## src/rtl/pc_sequencer_pkg.sv

```systemverilog
// pc_sequencer_pkg: shared state encoding and default address width for the PC sequencer
package pc_sequencer_pkg;
  localparam int DEFAULT_INST_ADDR_WIDTH = 6;
  typedef enum logic [2:0] {
    S_IDLE  = 3'd0,
    S_BOOT  = 3'd1,
    S_RUN   = 3'd2,
    S_STALL = 3'd3,
    S_HALT  = 3'd4
  } state_e;
endpackage

```

## src/rtl/pc_sequencer_bp_compare.sv

```systemverilog
// pc_bp_compare: breakpoint address comparator, only built when PC_BREAKPOINT_EN is defined
`ifdef PC_BREAKPOINT_EN
module pc_bp_compare
  import pc_sequencer_pkg::*;
#(
  parameter int INST_ADDR_WIDTH = DEFAULT_INST_ADDR_WIDTH
) (
  input  logic                       bp_enable,
  input  logic [INST_ADDR_WIDTH-1:0] pc_cur,
  input  logic [INST_ADDR_WIDTH-1:0] bp_addr,
  output logic                       match
);
  assign match = bp_enable && (pc_cur == bp_addr);
endmodule
`endif

```

## src/rtl/pc_sequencer.sv

```systemverilog
// pc_sequencer: fetch PC control FSM (boot, run, stall, redirect, halt); breakpoints with PC_BREAKPOINT_EN
module pc_sequencer
  import pc_sequencer_pkg::*;
#(
  parameter int                         INST_ADDR_WIDTH = DEFAULT_INST_ADDR_WIDTH,
  parameter logic [INST_ADDR_WIDTH-1:0] BOOT_ADDR       = '0
) (
  input  logic                       clk,
  input  logic                       reset,
  input  logic                       start,
  input  logic                       stall,
  input  logic                       redirect_valid,
  input  logic [INST_ADDR_WIDTH-1:0] redirect_target,
  input  logic                       halt_req,
  input  logic [INST_ADDR_WIDTH-1:0] pc_cur,
  input  logic [INST_ADDR_WIDTH-1:0] bp_addr,
  input  logic                       bp_enable,
  output logic                       pc_en,
  output logic                       pc_wen,
  output logic [INST_ADDR_WIDTH-1:0] pc_next,
  output logic                       fetch_valid,
  output logic                       flush,
  output logic                       halted,
  output logic                       bp_hit,
  output logic [2:0]                 state_o
);
  state_e                     state_q, state_d;
  logic                       pend_v_q, pend_v_d;
  logic [INST_ADDR_WIDTH-1:0] pend_t_q, pend_t_d;
  logic                       bp_q, bp_d;
  logic                       bp_match;
  logic                       en_c, wen_c, fv_c, fl_c;
  logic [INST_ADDR_WIDTH-1:0] nx_c;

`ifdef PC_BREAKPOINT_EN
  pc_bp_compare #(.INST_ADDR_WIDTH(INST_ADDR_WIDTH)) u_bp (
    .bp_enable (bp_enable),
    .pc_cur    (pc_cur),
    .bp_addr   (bp_addr),
    .match     (bp_match)
  );
`else
  logic unused_bp;
  assign unused_bp = ^{bp_enable, bp_addr, pc_cur};
  assign bp_match  = 1'b0;
`endif

  // State, pending redirect and sticky breakpoint flag; reset wins on the same edge
  always_ff @(posedge clk) begin
    if (reset) begin
      state_q  <= S_IDLE;
      pend_v_q <= 1'b0;
      pend_t_q <= '0;
      bp_q     <= 1'b0;
    end else begin
      state_q  <= state_d;
      pend_v_q <= pend_v_d;
      pend_t_q <= pend_t_d;
      bp_q     <= bp_d;
    end
  end

  // Next state and raw PC controls; RUN priority is halt > redirect > pending > stall > breakpoint > increment
  always_comb begin
    state_d  = state_q;
    pend_v_d = pend_v_q;
    pend_t_d = pend_t_q;
    bp_d     = bp_q;
    en_c     = 1'b0;
    wen_c    = 1'b0;
    fv_c     = 1'b0;
    fl_c     = 1'b0;
    nx_c     = '0;
    case (state_q)
      S_IDLE: state_d = start ? S_BOOT : S_IDLE;
      S_BOOT: begin
        en_c    = 1'b1;
        wen_c   = 1'b1;
        nx_c    = BOOT_ADDR;
        state_d = S_RUN;
      end
      S_RUN: begin
        if (halt_req) begin
          state_d  = S_HALT;
          pend_v_d = pend_v_q | redirect_valid;
          pend_t_d = redirect_valid ? redirect_target : pend_t_q;
        end else if (redirect_valid || pend_v_q) begin
          en_c     = 1'b1;
          wen_c    = 1'b1;
          fl_c     = 1'b1;
          nx_c     = redirect_valid ? redirect_target : pend_t_q;
          pend_v_d = 1'b0;
        end else if (stall) begin
          state_d = S_STALL;
        end else if (bp_match) begin
          state_d = S_HALT;
          bp_d    = 1'b1;
        end else begin
          en_c = 1'b1;
          fv_c = 1'b1;
        end
      end
      S_STALL: begin
        pend_v_d = pend_v_q | redirect_valid;
        pend_t_d = redirect_valid ? redirect_target : pend_t_q;
        state_d  = halt_req ? S_HALT : (stall ? S_STALL : S_RUN);
      end
      S_HALT: begin
        state_d = start ? S_RUN : S_HALT;
        bp_d    = start ? 1'b0 : bp_q;
      end
      default: state_d = S_IDLE;
    endcase
  end

  // Outputs are forced low while reset is high so an abort never emits a load pulse
  always_comb begin
    pc_en       = ~reset & en_c;
    pc_wen      = ~reset & wen_c;
    pc_next     = reset ? '0 : nx_c;
    fetch_valid = ~reset & fv_c;
    flush       = ~reset & fl_c;
    halted      = ~reset & (state_q == S_HALT);
    bp_hit      = ~reset & bp_q;
    state_o     = reset ? 3'd0 : state_q;
  end
endmodule
```

## config.mk

```make
export PLATFORM = sky130hd
export DESIGN_NAME = pc_sequencer
export DESIGN_NICKNAME = d
export VERILOG_FILES = /design/src/rtl/pc_sequencer_pkg.sv /design/src/rtl/pc_sequencer_bp_compare.sv /design/src/rtl/pc_sequencer.sv
export SDC_FILE = /design/constraint.sdc
export NUM_CORES = 1
export LEC_CHECK = 0
export ABC_CLOCK_PERIOD_IN_PS = 1200
export BUFFER_PORTS_ARGS = -buffer_cell sky130_fd_sc_hd__buf_2
export CAP_MARGIN = 20
export CORE_MARGIN = 2
export CORE_UTILIZATION = 40
export DETAILED_ROUTE_END_ITERATION = 8
export HOLD_SLACK_MARGIN = 0.03
export PLACE_DENSITY = 0.75
export SLEW_MARGIN = 10
export SYNTH_ARGS = -nofsm -noshare
export SYNTH_HDL_FRONTEND = slang
export SYNTH_SLANG_ARGS = --single-unit
```

## constraint.sdc

```tcl
create_clock -name clk -period 1.2 [get_ports clk]
set_input_delay 0.12 -clock clk [delete_from_list [all_inputs] [get_ports clk]]
set_output_delay 0.12 -clock clk [all_outputs]
set_load 0.02 [all_outputs]
```

==> out/metrics.cfg <==
[outcome]
outcome = finished with violations
violations = negative setup slack

[floorplanning]
ioPinCount = 40
core_sq_um = 1780
rows = 15
initial_core_util_pct = 43.5
die-width_um = 48.0
dieArea_sq_um = 2310
die_h_um = 48.0

[grt]
overflow = 0
use_met1_pct = 18.7
gr-usage-met2_pct = 34.9
antenna_found_initial = 0
grt_start_max_net_pins = 23
top_usage_layer = met2
grt_pass1_wl_um = 2840
grt_pass1_vias = 696
grt_usage_pct = 18.2
use_met3_pct = 4.53

[setup_path]
start_kind = flip-flop
worst-path-max-fanout = 2
cp-end-kind = output port
crit_family = flip-flops
r2r_start = state_q[2]
slowest_delay_ps = 330
crit_type = flip-flop to output port
ff2ff_path_depth = 5
arrival_ps = 1500
r2r_slack_ps = -110
required_ps = 1080
slowest_stage = dfxtp_2
timing.rr.end = pend_t_q[5]
cp_num_buf_inv = 2
crit_chain = nor4b_4 -> buf_4 -> a21boi_4 -> o21ba_4 -> buf_6

[power]
switching_power_uw = 322
seqPwrFrac_pct = 36.5
pwr-share-clk_pct = 22.4
peakVddDrop_mv = 0.475
pwr-share-comb_pct = 41.1
netSwitchingFraction_pct = 31.8
p_int_uw = 689
powerDensity_nw_per_um2 = 815
leakage_nw = 0.474

[finish]
fillerInstances = 162
final_cell_mix = buf_6, buf_4, nand2b_1
antenna_cells = 0
area_delta_synth_final_pct = 60.0
layout-drive-gt1-share_pct = 56.3
multi_input_comb_area_sq_um = 598
final_nets = 155
layout_commonest_cell = buf_6
register_area_sq_um = 204

[sta]
hold_viol_final = 0
finalSetupViolCount = 20
fmax_mhz = 617
fin_tns_setup_ps = -4610
slew_violations = 0
setup_ws_ps = -421
skew_ps = 1.83
rsz0062_at_grt = yes
fin_crit_ps = 1620
finalCritPeriodShare_pct = 135

[placed_design]
place_hpwl_um = 1290
place_ws_ps = -178
gp_congestion = 0.798
io_buffer_count = 25

[yosys]
seq_area_frac_synth_pct = 25.8
yosysTopAreaCell = dfxtp_1
synth_fp_nets = 115
synth.area.top_cells = dfxtp_1, nand2b_1, mux2i_1
synthCells = 90
yosysWarnings = 0
synth_top_area_share_pct = 25.8
yosysUniqueCellTypes = 29
syn_area_per_cell_sq_um = 8.62
syn_area_sq_um = 776
yosys_register_bits = 10

[cts]
clock_path_buffers = 2
htree_levels = 1
numClockSinks = 10
root_buffer = clkbuf_4
cts_made_buffers = 3
cts_tree = done
clkTransAtPathRegs_ps = 70
insertion_delay_ps = 260

[hold_path]
worstHoldStart = redirect_target[4]
hold_class = input pin to flip-flop
hold-path-endpoint = pend_t_q[4]
worstHoldPathCells = 3

[drt]
drt_wl_total_um = 2120
drt_iter0_drc = 3
vias_per_cell = 5.09
dr.pass1.iters = 4
vias = 779
wl_per_cell_um = 13.8
drc = 0
ant_nets = 0

[run]
cap_viol_max_count = 0

[worst max path at each step]
stage               start     endpoint  slack, ps  depth (start not counted)
2_1_floorplan  state_q[2]  fetch_valid       -120                          5
3_3_place_gp   state_q[2]        pc_en       -140                          5
3_5_place_dp   state_q[2]        pc_en       -180                          5
4_1_cts        state_q[0]        pc_en       -380                          5
5_1_grt        state_q[0]        pc_en       -470                          5
6_report       state_q[0]        pc_en       -420                          5
[metrics by stage]
step	instances	hold slack (ps)	power (mW)	utilization (%)	instance area [sq um]
floorplan	90	261	0.569	-	796
global placement	143	396	0.658	55.4	988
detailed placement	143	406	0.666	55.4	988
CTS	150	129	0.952	62.3	1110
global route	153	148	1.06	69.6	1240
finish	153	133	1.01	69.6	1240
[cells in the mapped netlist]
cell       n
a31oi_1    1
a211oi_1   2
nor3b_1    2
a21oi_2    6
o21ba_1    1
or2b_1     1
buf_2      2
nor2_1     4
a21boi_2   1
nand2b_1  14
dfxtp_1   10
nor3_1     1
buf_4      1
nor4_4     1
nor4_1     2
nand3b_1   8
nor4b_1    1
mux2i_1    6
nand2_1    6
buf_6      4
nor2_2     1
and3b_1    1
a21oi_1    3
nor2b_1    3
conb_1     1
o21a_1     1
clkbuf_1   3
nor4b_4    1
inv_1      2
[layer usage]
layer	wire length (um)	part of all wire (%)
met5	0	0
met4	10	0.47
met3	83	3.9
met2	1140	54
met1	878	42
[sequential cells by signal (all words and copies together) (netlist names)]
name / cells
pend_t_q: 6
state_q: 3
pend_v_q: 1
[layout make-up]
| type | count | area share [%] |
|---|---|---|
| timing repair buffer | 45 | 30.4 |
| sequential | 10 | 16.4 |
| tap | 25 | 2.52 |
| clock buffer | 3 | 1.81 |
| inverter | 2 | 0.605 |
| multi-input combinational | 68 | 48.2 |
[worst min-delay path: stages]
cell      delay [ps]
buf_2            110
nand2b_1          60
mux2i_1           60
[what timing repair did]
item,4_1_cts,5_1_grt
gates resized for setup,27,25
hold buffers,0,0
pin swaps,5,7
endpoints found under the setup margin,20,22
gates cloned,0,0
setup buffers,5,5
[power by group through the flow]
stage	clock [mW]	combinational [mW]	sequential, mW
5_1_grt	0.244	0.445	0.370
2_1_floorplan	0	0.200	0.369
3_3_place_gp	0	0.287	0.371
4_1_cts	0.232	0.352	0.368
6_report	0.227	0.415	0.369
3_5_place_dp	0	0.294	0.372
[logic make-up after synthesis]
logic type | Yosys count | synth area share (%)
mux | 6 | 7.74
other cells | 1 | 0.483
flops | 10 | 25.8
buf+inv | 12 | 10.5
compound gates | 15 | 15.2
simple gates | 46 | 40.3
Power figures use the tool's default switching activity.
